File: config.mk
export PLATFORM = sky130hd
export DESIGN_NAME = i2c_txn_sequencer
export DESIGN_NICKNAME = d
export VERILOG_FILES = /design/src/rtl/i2c_seq_pkg.sv /design/src/rtl/sync_fifo.sv /design/src/rtl/i2c_txn_sequencer.sv
export SDC_FILE = /design/constraint.sdc
export NUM_CORES = 1
export LEC_CHECK = 0
export ABC_AREA = 0
export CAP_MARGIN = 20
export CORE_MARGIN = 2
export CORE_UTILIZATION = 35
export CTS_BUF_LIST = sky130_fd_sc_hd__clkbuf_2 sky130_fd_sc_hd__clkbuf_4 sky130_fd_sc_hd__clkbuf_8
export CTS_CLUSTER_DIAMETER = 100
export DETAILED_ROUTE_END_ITERATION = 7
export PLACE_DENSITY = 0.64
export RECOVER_POWER = 50
export SYNTH_ARGS = -nofsm -noshare
export SYNTH_HDL_FRONTEND = slang
export SYNTH_SLANG_ARGS = --single-unit
File: constraint.sdc
create_clock -name CLK -period 3.25 [get_ports CLK]
set_input_delay 0.4875 -clock CLK [delete_from_list [all_inputs] [get_ports CLK]]
set_output_delay 0.4875 -clock CLK [all_outputs]
set_load 0.005 [all_outputs]
File: src/rtl/i2c_seq_pkg.sv
// Shared types and constants for the I2C transaction sequencer.
// Holds the FSM state encoding, the command layout and the fixed response values.
package i2c_seq_pkg;

    typedef enum logic [1:0] {
        IDLE  = 2'd0,
        SETUP = 2'd1,
        WAIT  = 2'd2,
        RESP  = 2'd3
    } seq_state_t;

    typedef struct packed {
        logic       rw;
        logic [6:0] addr;
        logic [7:0] data;
    } i2c_cmd_t;

    localparam logic [7:0] RSP_TIMEOUT_DATA = 8'hFF;
    localparam logic [7:0] RSP_WRITE_DATA   = 8'h00;
    localparam int         CMD_WIDTH        = 16;

    // Reinterpret a raw 16-bit command word as its fields.
    function automatic i2c_cmd_t cmd_unpack(input logic [CMD_WIDTH-1:0] raw);
        i2c_cmd_t cmd;
        cmd.rw   = raw[15];
        cmd.addr = raw[14:8];
        cmd.data = raw[7:0];
        return cmd;
    endfunction

endpackage

File: src/rtl/sync_fifo.sv
// Single-clock FIFO with show-ahead head output.
// A push into a full FIFO is refused even when a pop happens on the same edge.
module sync_fifo #(
    parameter int WIDTH = 16,
    parameter int DEPTH = 4,
    localparam int AW   = $clog2(DEPTH)
) (
    input  logic             CLK,
    input  logic             RST,
    input  logic             push,
    input  logic [WIDTH-1:0] push_data,
    input  logic             pop,
    output logic [WIDTH-1:0] pop_data,
    output logic             full,
    output logic             empty,
    output logic [AW:0]      count
);

    localparam logic [AW-1:0] PTR_ONE   = AW'(1'b1);
    localparam logic [AW:0]   CNT_ONE   = (AW+1)'(1'b1);
    localparam logic [AW:0]   CNT_DEPTH = (AW+1)'(DEPTH);

    logic [WIDTH-1:0] mem_r [DEPTH];
    logic [AW-1:0]    wr_ptr_r;
    logic [AW-1:0]    rd_ptr_r;
    logic [AW:0]      count_r;
    logic             full_s;
    logic             empty_s;
    logic             push_ok_s;
    logic             pop_ok_s;

    assign full_s    = (count_r == CNT_DEPTH);
    assign empty_s   = (count_r == {(AW+1){1'b0}});
    assign push_ok_s = push && !full_s;
    assign pop_ok_s  = pop && !empty_s;

    // Storage array write port; contents need no reset since count gates reads.
    always_ff @(posedge CLK) begin
        if (push_ok_s) begin
            mem_r[wr_ptr_r] <= push_data;
        end
    end

    // Pointer and occupancy bookkeeping; pointers wrap naturally at DEPTH.
    always_ff @(posedge CLK or posedge RST) begin
        if (RST) begin
            wr_ptr_r <= {AW{1'b0}};
            rd_ptr_r <= {AW{1'b0}};
            count_r  <= {(AW+1){1'b0}};
        end else begin
            if (push_ok_s) begin
                wr_ptr_r <= wr_ptr_r + PTR_ONE;
            end
            if (pop_ok_s) begin
                rd_ptr_r <= rd_ptr_r + PTR_ONE;
            end
            case ({push_ok_s, pop_ok_s})
                2'b10:   count_r <= count_r + CNT_ONE;
                2'b01:   count_r <= count_r - CNT_ONE;
                default: count_r <= count_r;
            endcase
        end
    end

    assign pop_data = mem_r[rd_ptr_r];
    assign full     = full_s;
    assign empty    = empty_s;
    assign count    = count_r;

endmodule

File: src/rtl/i2c_txn_sequencer.sv
// Queues I2C byte commands and drives the master's NEWMSG/clrNM handshake one
// transaction at a time, returning one response (or a timeout error) per command.
module i2c_txn_sequencer
    import i2c_seq_pkg::*;
#(
    parameter int DEPTH          = 4,
    parameter int TIMEOUT_CYCLES = 65535,
    localparam int CW            = $clog2(DEPTH) + 1
) (
    input  logic          CLK,
    input  logic          RST,
    input  logic          CMD_VALID,
    input  logic [15:0]   CMD_DATA,
    output logic          CMD_READY,
    output logic          RSP_VALID,
    output logic [7:0]    RSP_DATA,
    output logic          RSP_ERR,
    input  logic          RSP_READY,
    output logic [7:0]    I2C_MOSI,
    output logic [6:0]    I2C_SLAVE,
    output logic          I2C_RW,
    output logic          I2C_NEWMSG,
    input  logic          I2C_DONE,
    input  logic [7:0]    I2C_MISO,
    output logic          BUSY,
    output logic [CW-1:0] COUNT
);

    localparam int            TW       = $clog2(TIMEOUT_CYCLES + 1);
    localparam logic [TW-1:0] TO_LAST  = TW'(TIMEOUT_CYCLES - 1);
    localparam logic [TW-1:0] TO_LIMIT = TW'(TIMEOUT_CYCLES);
    localparam logic [TW-1:0] TO_ONE   = TW'(1'b1);

    seq_state_t        state_r;
    seq_state_t        state_nxt_s;
    logic              fifo_push_s;
    logic              fifo_pop_s;
    logic [15:0]       fifo_head_s;
    logic              fifo_full_s;
    logic              fifo_empty_s;
    logic [CW-1:0]     fifo_count_s;
    i2c_cmd_t          head_s;
    logic              timeout_s;
    logic              rsp_hs_s;
    logic [TW-1:0]     to_cnt_r;
    logic              newmsg_r;
    logic              rsp_valid_r;
    logic [7:0]        rsp_data_r;
    logic              rsp_err_r;
    logic [7:0]        mosi_r;
    logic [6:0]        slave_r;
    logic              rw_r;

    assign fifo_push_s = CMD_VALID && !fifo_full_s;

    sync_fifo #(
        .WIDTH (CMD_WIDTH),
        .DEPTH (DEPTH)
    ) u_cmd_fifo (
        .CLK       (CLK),
        .RST       (RST),
        .push      (fifo_push_s),
        .push_data (CMD_DATA),
        .pop       (fifo_pop_s),
        .pop_data  (fifo_head_s),
        .full      (fifo_full_s),
        .empty     (fifo_empty_s),
        .count     (fifo_count_s)
    );

    assign head_s    = cmd_unpack(fifo_head_s);
    assign timeout_s = (to_cnt_r == TO_LAST);
    assign rsp_hs_s  = rsp_valid_r && RSP_READY;

    // FSM state register.
    always_ff @(posedge CLK or posedge RST) begin
        if (RST) begin
            state_r <= IDLE;
        end else begin
            state_r <= state_nxt_s;
        end
    end

    // Next-state decode and FIFO pop request.
    always_comb begin
        state_nxt_s = state_r;
        fifo_pop_s  = 1'b0;
        case (state_r)
            IDLE: begin
                if (!fifo_empty_s) begin
                    state_nxt_s = SETUP;
                    fifo_pop_s  = 1'b1;
                end else begin
                    state_nxt_s = IDLE;
                end
            end
            SETUP: state_nxt_s = WAIT;
            WAIT: begin
                if (I2C_DONE || timeout_s) begin
                    state_nxt_s = RESP;
                end else begin
                    state_nxt_s = WAIT;
                end
            end
            RESP: begin
                if (rsp_hs_s) begin
                    state_nxt_s = IDLE;
                end else begin
                    state_nxt_s = RESP;
                end
            end
            default: state_nxt_s = IDLE;
        endcase
    end

    // Operand, NEWMSG, timeout and response registers; DONE only counts in WAIT.
    always_ff @(posedge CLK or posedge RST) begin
        if (RST) begin
            to_cnt_r    <= {TW{1'b0}};
            newmsg_r    <= 1'b0;
            rsp_valid_r <= 1'b0;
            rsp_data_r  <= 8'h00;
            rsp_err_r   <= 1'b0;
            mosi_r      <= 8'h00;
            slave_r     <= 7'h00;
            rw_r        <= 1'b0;
        end else begin
            case (state_r)
                IDLE: begin
                    if (fifo_pop_s) begin
                        mosi_r  <= head_s.data;
                        slave_r <= head_s.addr;
                        rw_r    <= head_s.rw;
                    end
                end
                SETUP: begin
                    newmsg_r <= 1'b1;
                    to_cnt_r <= {TW{1'b0}};
                end
                WAIT: begin
                    if (I2C_DONE) begin
                        newmsg_r    <= 1'b0;
                        rsp_data_r  <= rw_r ? I2C_MISO : RSP_WRITE_DATA;
                        rsp_err_r   <= 1'b0;
                        rsp_valid_r <= 1'b1;
                    end else if (timeout_s) begin
                        newmsg_r    <= 1'b0;
                        rsp_data_r  <= RSP_TIMEOUT_DATA;
                        rsp_err_r   <= 1'b1;
                        rsp_valid_r <= 1'b1;
                    end else if (to_cnt_r != TO_LIMIT) begin
                        to_cnt_r <= to_cnt_r + TO_ONE;
                    end
                end
                RESP: begin
                    if (rsp_hs_s) begin
                        rsp_valid_r <= 1'b0;
                    end
                end
                default: begin
                    newmsg_r <= 1'b0;
                end
            endcase
        end
    end

    assign CMD_READY  = !fifo_full_s;
    assign RSP_VALID  = rsp_valid_r;
    assign RSP_DATA   = rsp_data_r;
    assign RSP_ERR    = rsp_err_r;
    assign I2C_MOSI   = mosi_r;
    assign I2C_SLAVE  = slave_r;
    assign I2C_RW     = rw_r;
    assign I2C_NEWMSG = newmsg_r;
    assign BUSY       = (state_r != IDLE) || !fifo_empty_s;
    assign COUNT      = fifo_count_s;

endmodule
# Word-level counts from Yosys, hierarchy flattened
# Memory sizes are Yosys's and may differ from the RTL's. A register that Yosys moved wholly into a read port is not among the register bits.
# Cells that the tools add are included.
dict set report op_classes {
  addsub 5
  n_eq_ne 13
  muxes 24
  reduce_logical 20
}
# cell count
set op_table {}
lappend op_table {{16-bit two-way mux} 3}
lappend op_table {{16-bit one-hot mux with 2 select lines} 1}
lappend op_table {{8-bit two-way mux} 3}
lappend op_table {{16-bit by 1-bit adder with 16-bit output, second input constant} 1}
lappend op_table {{16-bit == test, second input constant} 1}
lappend op_table {{16-bit inequality test, second input constant} 1}
lappend op_table {{1-bit two-way mux} 12}
lappend op_table {{2-bit nonzero test} 5}
lappend op_table {{2-bit inequality test, second input constant} 4}
lappend op_table {{2-bit one-hot mux with 4 select lines} 1}
lappend op_table {{2-bit == test, second input constant} 3}
lappend op_table {{3-bit one-hot mux with 2 select lines} 1}
lappend op_table {{2-bit AND reduction} 3}
lappend op_table {{2-bit by 1-bit adder with 2-bit output, second input constant} 2}
lappend op_table {{2-bit by 1-bit == test with 1-bit output, second input constant} 2}
lappend op_table {{1-bit logical AND} 4}
lappend op_table {{1-bit one-hot mux with 2 select lines} 2}
lappend op_table {{4-bit AND reduction} 1}
lappend op_table {{3-bit by 1-bit adder with 3-bit output, second input constant} 1}
lappend op_table {{3-bit == test, second input constant} 1}
lappend op_table {{3-bit zero test} 1}
lappend op_table {{3-bit inequality test, second input constant} 1}
lappend op_table {{3-bit AND reduction} 1}
lappend op_table {{3-bit by 1-bit subtractor with 3-bit output, second input constant} 1}
lappend op_table {{4 further kinds} 6}
dict set report word_totals {
  regBits 36
  mem_bits_rw 64
  in_bits 29
  out_inout_bits 32
  wordCells 72
  mem_count 1
}
# memory words width read_ports rd_ports_with_merged_regs write_ports line_no
set memory_table {}
lappend memory_table {u_cmd_fifo.mem_r 4 16 1 1 1 sync_fifo.sv:23} ;# logic [WIDTH-1:0] mem_r [DEPTH];

# Depth between registers and ports, before layout
# Gate-level depths: netlist (run 1).
dict set report depth {
  word_depth 6
  mapped_depth 10
  mapped_depth_nobuf 10
}

# Modules after synthesis
# From an unflattened synthesis (run 1), not the netlist that was laid out.
dict set report hier_totals {
  hier_cells 334
  area_unflattened_um2 4917.2
}
# module instances cells_per_inst area_per_inst_um2 seq_area_each_um2
set by_module_without_submodules {}
lappend by_module_without_submodules {sync_fifo 1 122 2778.9 2097.0}
lappend by_module_without_submodules {i2c_txn_sequencer 1 212 2138.3 1126.1}

# Worst setup path after synthesis (run 1)
# OpenSTA, ideal clock, no wires.
dict set report synth_timing {
  path_type {register -> register}
  startpoint {reg state_r[1]}
  endpoint {reg u_cmd_fifo.count_r[2] (netlist: u_cmd_fifo.count[2])}
  setup_time_ns 0.079
  arrival_time_ns 2.343
  required_ns 3.171
  slack_ns 0.827
  stages_incl_launch_ff 10
  n_path_buf 2
  period_less_slack_ns 2.423
  path_cell_list {dfrtp_1 -> clkbuf_1 -> nor3_2 -> buf_2 -> ha_1 -> inv_1 -> fa_1 -> xor2_1 -> nor2_1 -> xor2_1}
}
dict set report synth_between {
  elab_chain_len 5
  elab_cells_between_ends 7
  classes_between {eq/ne (2); mux (2); reduce/logical (3)}
}
# item line_no
set synth_lines {}
lappend synth_lines {{from (decl)} i2c_txn_sequencer.sv:34} ;# seq_state_t state_r;
lappend synth_lines {{from (signal assigned)} i2c_txn_sequencer.sv:80} ;# state_r <= state_nxt_s;
lappend synth_lines {{2-bit zero test (*)} i2c_txn_sequencer.sv:88} ;# case (state_r)
lappend synth_lines {{1-bit two-way mux (*)} i2c_txn_sequencer.sv:88}
lappend synth_lines {{1-bit logical AND (*)} sync_fifo.sv:35} ;# assign pop_ok_s = pop && !empty_s;
lappend synth_lines {{named net u_cmd_fifo.pop_ok_s} sync_fifo.sv:30} ;# logic pop_ok_s;
lappend synth_lines {{2-bit by 1-bit == test with 1-bit output or 2-bit == test (tied branches)} sync_fifo.sv:57} ;# case ({push_ok_s, pop_ok_s})
lappend synth_lines {{3-bit one-hot mux with 2 select lines or 2-bit nonzero test (tied branches)} n/a}
lappend synth_lines {{to (signal assigned)} sync_fifo.sv:58} ;# 2'b10: count_r <= count_r + CNT_ONE;
lappend synth_lines {{to (signal assigned)} sync_fifo.sv:59} ;# 2'b01: count_r <= count_r - CNT_ONE;
lappend synth_lines {{to (signal assigned)} sync_fifo.sv:60} ;# default: count_r <= count_r;
lappend synth_lines {{to (decl)} sync_fifo.sv:26} ;# logic [AW:0] count_r;
# The timed path passes the listed nets; every way through them passes the cells marked *.
# A chain may end at the register's enable or synchronous reset.

# Final worst setup path (run 1)
dict set report layout_timing {
  startpoint {reg state_r[1]}
  endpoint {reg mosi_r[6] (netlist: I2C_MOSI[6])}
}
dict set report layout_between {
  elab_chain_len 3
}
# item line_no
set layout_lines {}
lappend layout_lines {{2-bit zero test (*)} {i2c_txn_sequencer.sv:88, i2c_txn_sequencer.sv:128}}
lappend layout_lines {{1-bit two-way mux} i2c_txn_sequencer.sv:88}
lappend layout_lines {{2-bit AND reduction (no line) (*)} n/a}
lappend layout_lines {{to (signal assigned)} i2c_txn_sequencer.sv:131} ;# mosi_r <= head_s.data;
lappend layout_lines {{to (decl)} i2c_txn_sequencer.sv:50} ;# logic [7:0] mosi_r;
# Every way passes the cells marked *; elsewhere a longest branch is shown, timed or not.

==> flow_summary_export.csv, run 1 <==
group,metric,value,unit
cts,htree_levels,4,
cts,cts_tree,"yes",
worst_setup_path,critPathRequiredTime,3550,ps
status,status,"finished, final reports clean",
worst_setup_path,worst_path_max_delay_cell,"clkbuf_1",
global_route,grt-ovfl-total,0,
placement,dp_hpwl,6410,µm
worst_hold_path,hold_start,"I2C_MOSI[5]$_DFFE_PP0P_",
global_route,top_usage_layer,"met2",
global_route,grtUsageTotal,14.5,%
synth,syn_area,4920,µm²
die,core-area,13800,µm²
cts,ctsHoldBuffers,0,
die,io_pins,61,
die,dieWidth,123,µm
die,rows,43,
cts,cts.sinks,116,
synth,synth_cell_types,47,
cts,cts_buffers,17,
synth,yosys-top-cells-area,"edfxtp_1 (39%), dfrtp_1 (26%), mux4_2 (7.3%)",
worst_setup_path,worst_setup_path_end_kind,"flop",
synth,synthFlopType,"edfxtp_1",
sta,post-route-min-period,2360,ps
synth,async_flop_share,44.8,%
pwr,powerDensity,836,nW/µm²
drt,routedWlPerCell,16.5,µm
global_route,grt_pass1_vias,3161,
worst_setup_path,cp_slowest_stage_delay,950,ps
worst_setup_path,rrSetupSlack,890,ps
cts,clk_latency,420,ps
drt,drcViolationCount,0,
synth,synth_common_cells,"edfxtp_1 (64), dfrtp_1 (52), nor2_1 (20), nand2_1 (19), mux2_2 (17)",
drt,num_vias,3013,
placement,portBuffers,60,
cells_and_area,drive_gt1_share,17.9,%
synth,postSynthCellCount,332,
cells_and_area,diodes,0,
cts,clock_path_buffers,2,
worst_setup_path,start_kind,"flop",
placement,gp_congestion,0.851,
placement,preCtsSetupSlack,886,ps
worst_setup_path,critPathLaunch,"state_r[1]$_DFF_PP0_",
sta,slew_headroom,10.2,%
sta,setup_viol,0,
drt,vias_per_cell,5.03,
sta,worstMarginPinSlew,1350,ps
worst_setup_path,crit_path_max_fanout,18,
global_route,grt_max_degree,53,
drt,routed_wl,9860,µm
global_route,grt_util_met1,18.0,%
sta,drv_slew,0,
cts,postCtsSetupRepairBufs,0,
synth,synth-seq-area-share,65.5,%
die,dieArea,15000,µm²
cts,ctsResizeCount,0,
drt,postRouteAntennaNets,0,
sta,rsz0062_at_grt,"false",
worst_setup_path,path_class,"flop to flop",
sta,tns,0,ps
worst_hold_path,whs_path_depth,1,
synth,synth_fp_nets,369,
worst_setup_path,worstRegToRegCells,3,
cts,path_clk_slew,70,ps
flow_run,max-cap-violations,0,
drt,first_pass_iters,4,
global_route,gr-usage-met3,3.95,%
pwr,power,5.11,mW
sta,timing.fmax,425,MHz
cts,cts_root_buffer,"clkbuf_8",
sta,finalHoldViolations,0,
worst_setup_path,arrival,2660,ps
worst_hold_path,min-delay-path-class,"flop to flop",
global_route,grt_pass1_wl,16300,µm
synth,synth_edf_count,64,
worst_setup_path,reg2reg_from,"state_r[1]$_DFF_PP0_",
cells_and_area,fin_nets,443,
synth,syn_avg_cell_area,14.8,µm²
die,initial_core_util,35.6,%
cells_and_area,postLayoutCoreUtil,44.2,%
sta,skew,10.2,ps
global_route,antenna_found_initial,0,
synth,synth_most_common_cell,"edfxtp_1",
synth,yosys.area.top_type,"edfxtp_1",
global_route,met2_usage,23.9,%
worst_setup_path,worstPathCellList,"nor3_1 -> clkbuf_1 -> mux2_2",
sta,period_share,72.5,%
pwr,power_leakage,2.23,nW
pwr,irDropWorstVdd,0.595,mV
synth,yosysWarnings,0,
synth,yosys.area.top_type_share,39.1,%
die,die_h,123,µm
drt,drt_iter0_markers,199,
cells_and_area,syn_to_final_growth,24.3,%
synth,synth-seq-cells,116,
sta,setup_slack,895,ps
[worst paths after layout]
path                                            endpoint
worst max-delay path             I2C_MOSI[6]$_DFFE_PP0P_
worst min-delay path             I2C_MOSI[5]$_DFFE_PP0P_
worst max register to register   I2C_MOSI[6]$_DFFE_PP0P_
worst min register to register   I2C_MOSI[5]$_DFFE_PP0P_
max in group asynchronous        RSP_DATA[7]$_DFFE_PP0P_
min in group asynchronous       I2C_SLAVE[0]$_DFFE_PP0P_
[flip-flops by register name, summed over array words and instances, names as in the netlist]
signal and count:
RSP_ERR 1, I2C_SLAVE 7, I2C_NEWMSG 1, state_r 2, u_cmd_fifo.wr_ptr_r 2, to_cnt_r 16
u_cmd_fifo.count 3, RSP_DATA 8, u_cmd_fifo.rd_ptr_r 2, I2C_RW 1, RSP_VALID 1, u_cmd_fifo.mem_r 64
I2C_MOSI 8
[logic make-up (layout without fill, tap and decap cells)]
logic type / after synthesis / count (layout) / synth area share, %
XOR/XNOR: 6 / 6 / 1.07
buffers and inverters: 27 / 114 / 2.16
flip-flops: 116 / 116 / 65.5
AND/OR/NAND/NOR: 91 / 91 / 10.3
adder cells (fa/ha/maj): 8 / 8 / 2.19
AO/OA/AOI/OAI: 45 / 45 / 6.31
multiplexers: 39 / 39 / 12.5
[layout by cell type (no fill, tap or decap), types with 6 or more instances in the layout]
cell              n
a211oi_1          9
a21oi_1          11
buf_4             6
clkbuf_8         17
clkdlybuf4s50_1  43
dfrtp_1          52
dlygate4sd3_1    17
edfxtp_1         64
ha_1              7
inv_1            11
mux2_2           17
mux4_2           16
nand2_1          19
nand3_1           8
nor2_1           20
nor4_1           13
[routing by layer]
layer / vias up / wire length (µm)
met3: 12 / 401
li1: 1424 / -
met2: 60 / 4990
met4: 0 / 109
met5: - / 0
met1: 1517 / 4360
[stage by stage]
| stage | hold WS [ps] | cell area, µm² | cells |
|---|---|---|---|
| detailed placement | 499 | 5770 | 567 |
| CTS | 517 | 6150 | 599 |
| floorplan | 485 | 4920 | 332 |
| finish | 514 | 6110 | 599 |
| global route | 542 | 6110 | 599 |
| global placement | 491 | 5770 | 567 |
[worst max-delay path, delay by kind of cell, from the launching register on]
family                 cells  cell delay (ps)
buffers and inverters      1              950
DFF                        1              510
muxes                      1              430
and+or+nand+nor            1              340
[report_power, final]
| part | switching (mW) | leakage, nW | internal [mW] |
|---|---|---|---|
| Clock | 0.608 | 0.194 | 0.684 |
| Combinational | 0.637 | 0.794 | 0.863 |
| Sequential | 0.342 | 1.24 | 1.98 |
[final cells by class]
cell class | count | area [µm²]
tap | 180 | 225
timing repair buffer | 70 | 662
fill | 1238 | 7710
clock inverter | 15 | 155
clock buffer | 17 | 234
inverter | 12 | 45.0
multi-input combinational | 189 | 1570
sequential | 116 | 3220
Power figures use the tool's default switching activity.
==> inputs of run 2 (changes only) <==
- PLACE_DENSITY: 0.64 -> 0.66
- clock period: 3.25 -> 2.1 ns (I/O delays scaled with it)
==> run 2 against run 1 <==
  * Critical endpoint is now CMD_READY
  * Non-clock buffer count increased by 17
  * Final cell count increased by 3.2%
  * Clock power increased by 51%
==> flow_summary_export.csv, run 2 (synthesis results as in run 1) <==
group,metric,value,unit
sta,finalHoldViolations,0,
sta,tns,0,ps
placement,gp_congestion,0.894,
sta,slew_headroom,8.55,%
global_route,grtUsageTotal,15.0,%
sta,period_share,95.2,%
worst_setup_path,reg2reg_from,"to_cnt_r[2]$_DFFE_PP0P_",
worst_hold_path,min_to,"I2C_SLAVE[3]$_DFFE_PP0P_",
worst_setup_path,rrSetupSlack,200,ps
pwr,power,8.16,mW
global_route,grt-ovfl-total,0,
sta,skew,9.49,ps
cells_and_area,final_common_cell,"edfxtp_1",
worst_setup_path,reg2reg_to,"to_cnt_r[15]$_DFFE_PP0P_",
pwr,irDropWorstVdd,0.661,mV
cts,cts_root_buffer,"clkbuf_8",
worst_setup_path,cp_slowest_stage_delay,490,ps
pwr,powerDensity,1300,nW/µm²
worst_setup_path,worst_setup_path_end_kind,"primary output",
drt,first_pass_iters,4,
drt,drt_iter0_markers,109,
cts,cts_buffers,17,
global_route,grt_pass1_wl,16900,µm
worst_setup_path,crit_path_frequent_cell,"buf_4",
die,dieArea,15000,µm²
die,initial_core_util,35.6,%
die,core-area,13800,µm²
worst_setup_path,arrival,1680,ps
cells_and_area,regMostFlops,"u_cmd_fifo.mem_r",
drt,vias_per_cell,5.09,
die,io_pins,61,
cts,htree_levels,4,
cts,cts.sinks,116,
cells_and_area,syn_to_final_growth,27.9,%
cells_and_area,final_cell_mix,"edfxtp_1 (64), dfrtp_1 (50), clkdlybuf4s50_1 (42)",
cells_and_area,reg.largest.list,"u_cmd_fifo.mem_r x64, to_cnt_r x16",
sta,rsz0062_at_grt,"false",
global_route,grt_max_degree,53,
flow_run,max-cap-violations,0,
worst_hold_path,whs_path_depth,1,
cts,cts_tree,"yes",
worst_hold_path,hold_start,"I2C_SLAVE[3]$_DFFE_PP0P_",
sta,timing.fmax,500,MHz
sta,drv_slew,0,
worst_setup_path,worstRegToRegCells,4,
sta,setup_viol,0,
sta,worstMarginPinSlew,1370,ps
drt,num_vias,3144,
cts,clock_path_buffers,2,
placement,dp_hpwl,6780,µm
pwr,power_leakage,2.34,nW
worst_setup_path,critPathRequiredTime,1780,ps
status,status,"finished, final reports clean",
cts,clk_latency,430,ps
placement,portBuffers,60,
cts,path_clk_slew,70,ps
worst_setup_path,path_class,"flop to primary output",
drt,routed_wl,10200,µm
worst_setup_path,worst_path_max_delay_cell,"clkdlybuf4s50_1",
sta,post-route-min-period,2000,ps
drt,drcViolationCount,0,
worst_setup_path,worstPathCellList,"buf_4 -> nand3_1 -> buf_4 -> clkdlybuf4s50_1",
die,dieWidth,123,µm
drt,postRouteAntennaNets,0,
global_route,antenna_found_initial,2,
die,rows,43,
cells_and_area,drive_gt1_share,23.6,%
worst_setup_path,start_kind,"flop",
cells_and_area,fin_nets,460,
drt,routedWlPerCell,16.6,µm
worst_hold_path,min-delay-path-class,"flop to flop",
cells_and_area,largest_reg_flops,64,
worst_setup_path,crit_path_max_fanout,5,
global_route,grt_pass1_vias,3278,
die,die_h,123,µm
[run 2: power breakdown]
part           switching (mW)  leakage, nW  internal, mW
Combinational            1.24        0.900          1.53
Sequential              0.370         1.24          3.07
Clock                   0.861        0.194          1.09
Total                    2.47         2.34          5.69
[run 2: metal layers]
layer | vias up | wire (µm) | GRT usage (%)
met5 | - | 0 | 0
met2 | 78 | 5090 | 24.2
met1 | 1585 | 4440 | 18.7
met4 | 0 | 127 | 5.10
li1 | 1469 | - | -
met3 | 12 | 566 | 5.48
[run 2: worst max-delay path: cells and delay by family (launching register included)]
| kind | cells | cell delay [ps] |
|---|---|---|
| DFF | 1 | 390 |
| and+or+nand+nor | 1 | 90 |
| buffers and inverters | 3 | 790 |
[run 2: how the worst max path moves through the flow]
stage / start / end / slack (ps) / depth (start not counted)
2_1_floorplan: state_r[0]$_DFF_PP0_ / u_cmd_fifo.count[2]$_DFFE_PP0P_ / 40 / 9
3_3_place_gp: I2C_DONE / to_cnt_r[8]$_DFFE_PP0P_ / 140 / 5
3_5_place_dp: CMD_VALID / u_cmd_fifo.count[2]$_DFFE_PP0P_ / 100 / 9
4_1_cts: state_r[0]$_DFF_PP0_ / BUSY / 6 / 4
5_1_grt: u_cmd_fifo.count[2]$_DFFE_PP0P_ / CMD_READY / 10 / 4
6_report: u_cmd_fifo.count[2]$_DFFE_PP0P_ / CMD_READY / 100 / 4
[run 2: final cells by class]
cell class / count / area [µm²]
Sequential cell: 116 / 3230
Clock inverter: 11 / 113
Inverter: 12 / 45.0
Tap cell: 180 / 225
Timing Repair Buffer: 87 / 795
Fill cell: 1224 / 7540
Antenna cell: 2 / 5.00
Multi-Input combinational cell: 189 / 1620
Clock buffer: 21 / 264
[run 2: repair_timing]
| action | 4_1_cts | 5_1_grt |
|---|---|---|
| resized for setup | 1 | 6 |
| setup buffers | 1 | 1 |
| hold buffers | 0 | 0 |
| pin swaps | 0 | 1 |
| setup endpoints to repair | 1 | 1 |
[run 2: per-stage QoR]
stage	area [µm²]	setup slack [ps]	std cells	hold slack, ps	utilization (%)
finish	6290	101	618	512	45.5
global route	6290	11.8	617	513	45.5
CTS	6290	6.29	615	254	45.5
detailed placement	5910	101	582	498	42.7
global placement	5910	138	582	494	42.7
floorplan	4960	36.9	332	414	-
==> edit (config.mk and constraints of run 2) <==
The 4 states of `seq_state_t` get a one-hot encoding in 4 bits.
--- a/src/rtl/i2c_seq_pkg.sv
+++ b/src/rtl/i2c_seq_pkg.sv
@@ -2,11 +2,11 @@
 // Holds the FSM state encoding, the command layout and the fixed response values.
 package i2c_seq_pkg;
 
-    typedef enum logic [1:0] {
-        IDLE  = 2'd0,
-        SETUP = 2'd1,
-        WAIT  = 2'd2,
-        RESP  = 2'd3
+    typedef enum logic [3:0] {
+        IDLE  = 4'b0001,
+        SETUP = 4'b0010,
+        WAIT  = 4'b0100,
+        RESP  = 4'b1000
     } seq_state_t;
 
     typedef struct packed {
Behaviour: same outputs for any inputs over 4 cycles, from zero or initial values and one cycle with RST high; so few cycles prove little.
==> edit against run 2 <==
Wire length grew 1.9%; area after synthesis is 0.28% higher; setup slack lost 0.043 ns; sequential cell count rose by 2; non-clock buffer count rose by 7; power up 7.6%; design area is 2.7% higher; critical path type is now flop to flop; largest cell class unchanged; highest routed layer unchanged.
==> edit: results (changes against run 2) <==
status finished clean; Clock transition at path regs 0.07 ns (about the same); hold crit path type primary input to asynchronous set/reset pin; fraction of registers with async set/reset 0.458 (+0.00935); Worst Path Max Fanout 8 (+3); leakage power 2.50 nW (+7.2%); Total GRT Usage 0.148 (-0.00217); GPL Wtd Cong 0.807 (-9.7%); worst r2r dst to_cnt_r[12]$_DFFE_PP0P_; Setup Crit Path Kind flop to flop; MaxCap Viol Count 0 (unchanged); hpwl dp 6620 um (-2.4%); share of cells above drive strength 1 0.269 (+0.0330); r2r startpoint state_r[3]$_DFF_PP0_; worst reg2reg path depth 7 (+3); Worst Tran Pin Value 0.969 ns (-0.403 ns); initial antenna violation count 1 (-1); Via density 5.06 (-0.61%); Root Driver clkbuf_8; Setup Skew 0.0104 ns (+0.000874 ns); Seq/Total Area, Yosys 0.664 (+0.00857); vias in the first global route 3,337 (+1.8%); R2R setup slack 0.06 ns (-0.14 ns); drt pass-1 iters 4 (unchanged); worst hold slack 0.370 ns (-0.143 ns); Final #Nets 466 (+1.3%); most frequent cells after synthesis edfxtp_1 (64), dfrtp_1 (53), nand2_1 (22), nor2_1 (20); crit path DAT 2.39 ns (+0.71 ns); 1st-iter DRT viols 203 (+86%); WL final 10,400 um (+1.9%); synth top area cells edfxtp_1 (39%), dfrtp_1 (27%), mux4_2 (7.3%); CTS H-tree lvls 4 (unchanged); number of port buffers 60 (unchanged); Worst-Skew Late Latency 0.43 ns (about the same); largest net degree at the start of global routing 43 (-19%); syn nets 368 (-0.27%); first-pass GRT wire length 16,600 um (-2.0%); VDD IR max 0.666 mV (+0.71%)
## edit: critical path, stage by stage, from the launching register on
cell      delay (ns)
dfrtp_1         0.42
buf_6           0.13
nand2b_4        0.13
or3_4           0.46
a311oi_4        0.35
buf_4           0.20
a41oi_1         0.11
a31oi_1         0.16
## edit: through the flow
step / instance area, um2 / std cells / setup WS [ns]
3_3_place_gp: 5850 / 577 / 0.119
4_1_cts: 6350 / 614 / 0.00982
2_1_floorplan: 4930 / 331 / 0.0263
5_1_grt: 6460 / 622 / -0.00817
6_report: 6460 / 623 / 0.0575
3_5_place_dp: 5850 / 577 / 0.0630
## edit: how the worst max path moves through the flow
| stage | to | cells past startpoint |
|---|---|---|
| finish | to_cnt_r[12]$_DFFE_PP0P_ | 7 |
| global route | to_cnt_r[15]$_DFFE_PP0P_ | 7 |
| CTS | BUSY | 3 |
| detailed placement | to_cnt_r[13]$_DFFE_PP0P_ | 8 |
| global placement | u_cmd_fifo.count[2]$_DFFE_PP0P_ | 9 |
| floorplan | u_cmd_fifo.count[2]$_DFFE_PP0P_ | 10 |
## edit: repair_timing
item / 4_1_cts / 5_1_grt
endpoints found under the setup margin: 1 / 11
gates resized for setup: 1 / 17
setup buffers: 5 / 7
pin swaps: 1 / 9
cloned: 0 / 1
## edit: per-layer routing
layer,share of wire,track usage,vias up
li1,-,-,1454
met1,0.41,0.167,1601
met2,0.52,0.256,83
met3,0.052,0.0562,12
met4,0.010,0.0503,0
met5,0,0,-
## edit: logic make-up (layout without fill, tap and decap cells)
family                     Yosys count  in the layout  share of synthesized area
buffers and inverters               26            137                     0.0249
DFF                                118            118                      0.664
AOI/OAI and AO/OA                   53             53                     0.0728
other                                0              1                          0
xor gates and xnor gates             7              7                     0.0124
and+or+nand+nor                     84             84                     0.0885
muxes                               35             35                      0.116
adders and majority gates            8              8                     0.0218
## edit: report_power, final
group / total [mW] / leakage (nW) / internal, mW / switching (mW)
registers: 3.45 / 1.26 / 3.12 / 0.331
clock network: 2.35 / 0.236 / 1.49 / 0.857
logic: 2.98 / 1.01 / 1.68 / 1.30
total: 8.78 / 2.50 / 6.29 / 2.49
## edit: final cells by class
type                       instances  area, um2
antenna                            1       2.50
inverter                          11       41.3
timing repair buffer              94        855
sequential                       118       3270
clock inverter                    10        178
multi-input combinational        187       1610
clock buffer                      22        278
tap                              180        225
fill                            1230       7370
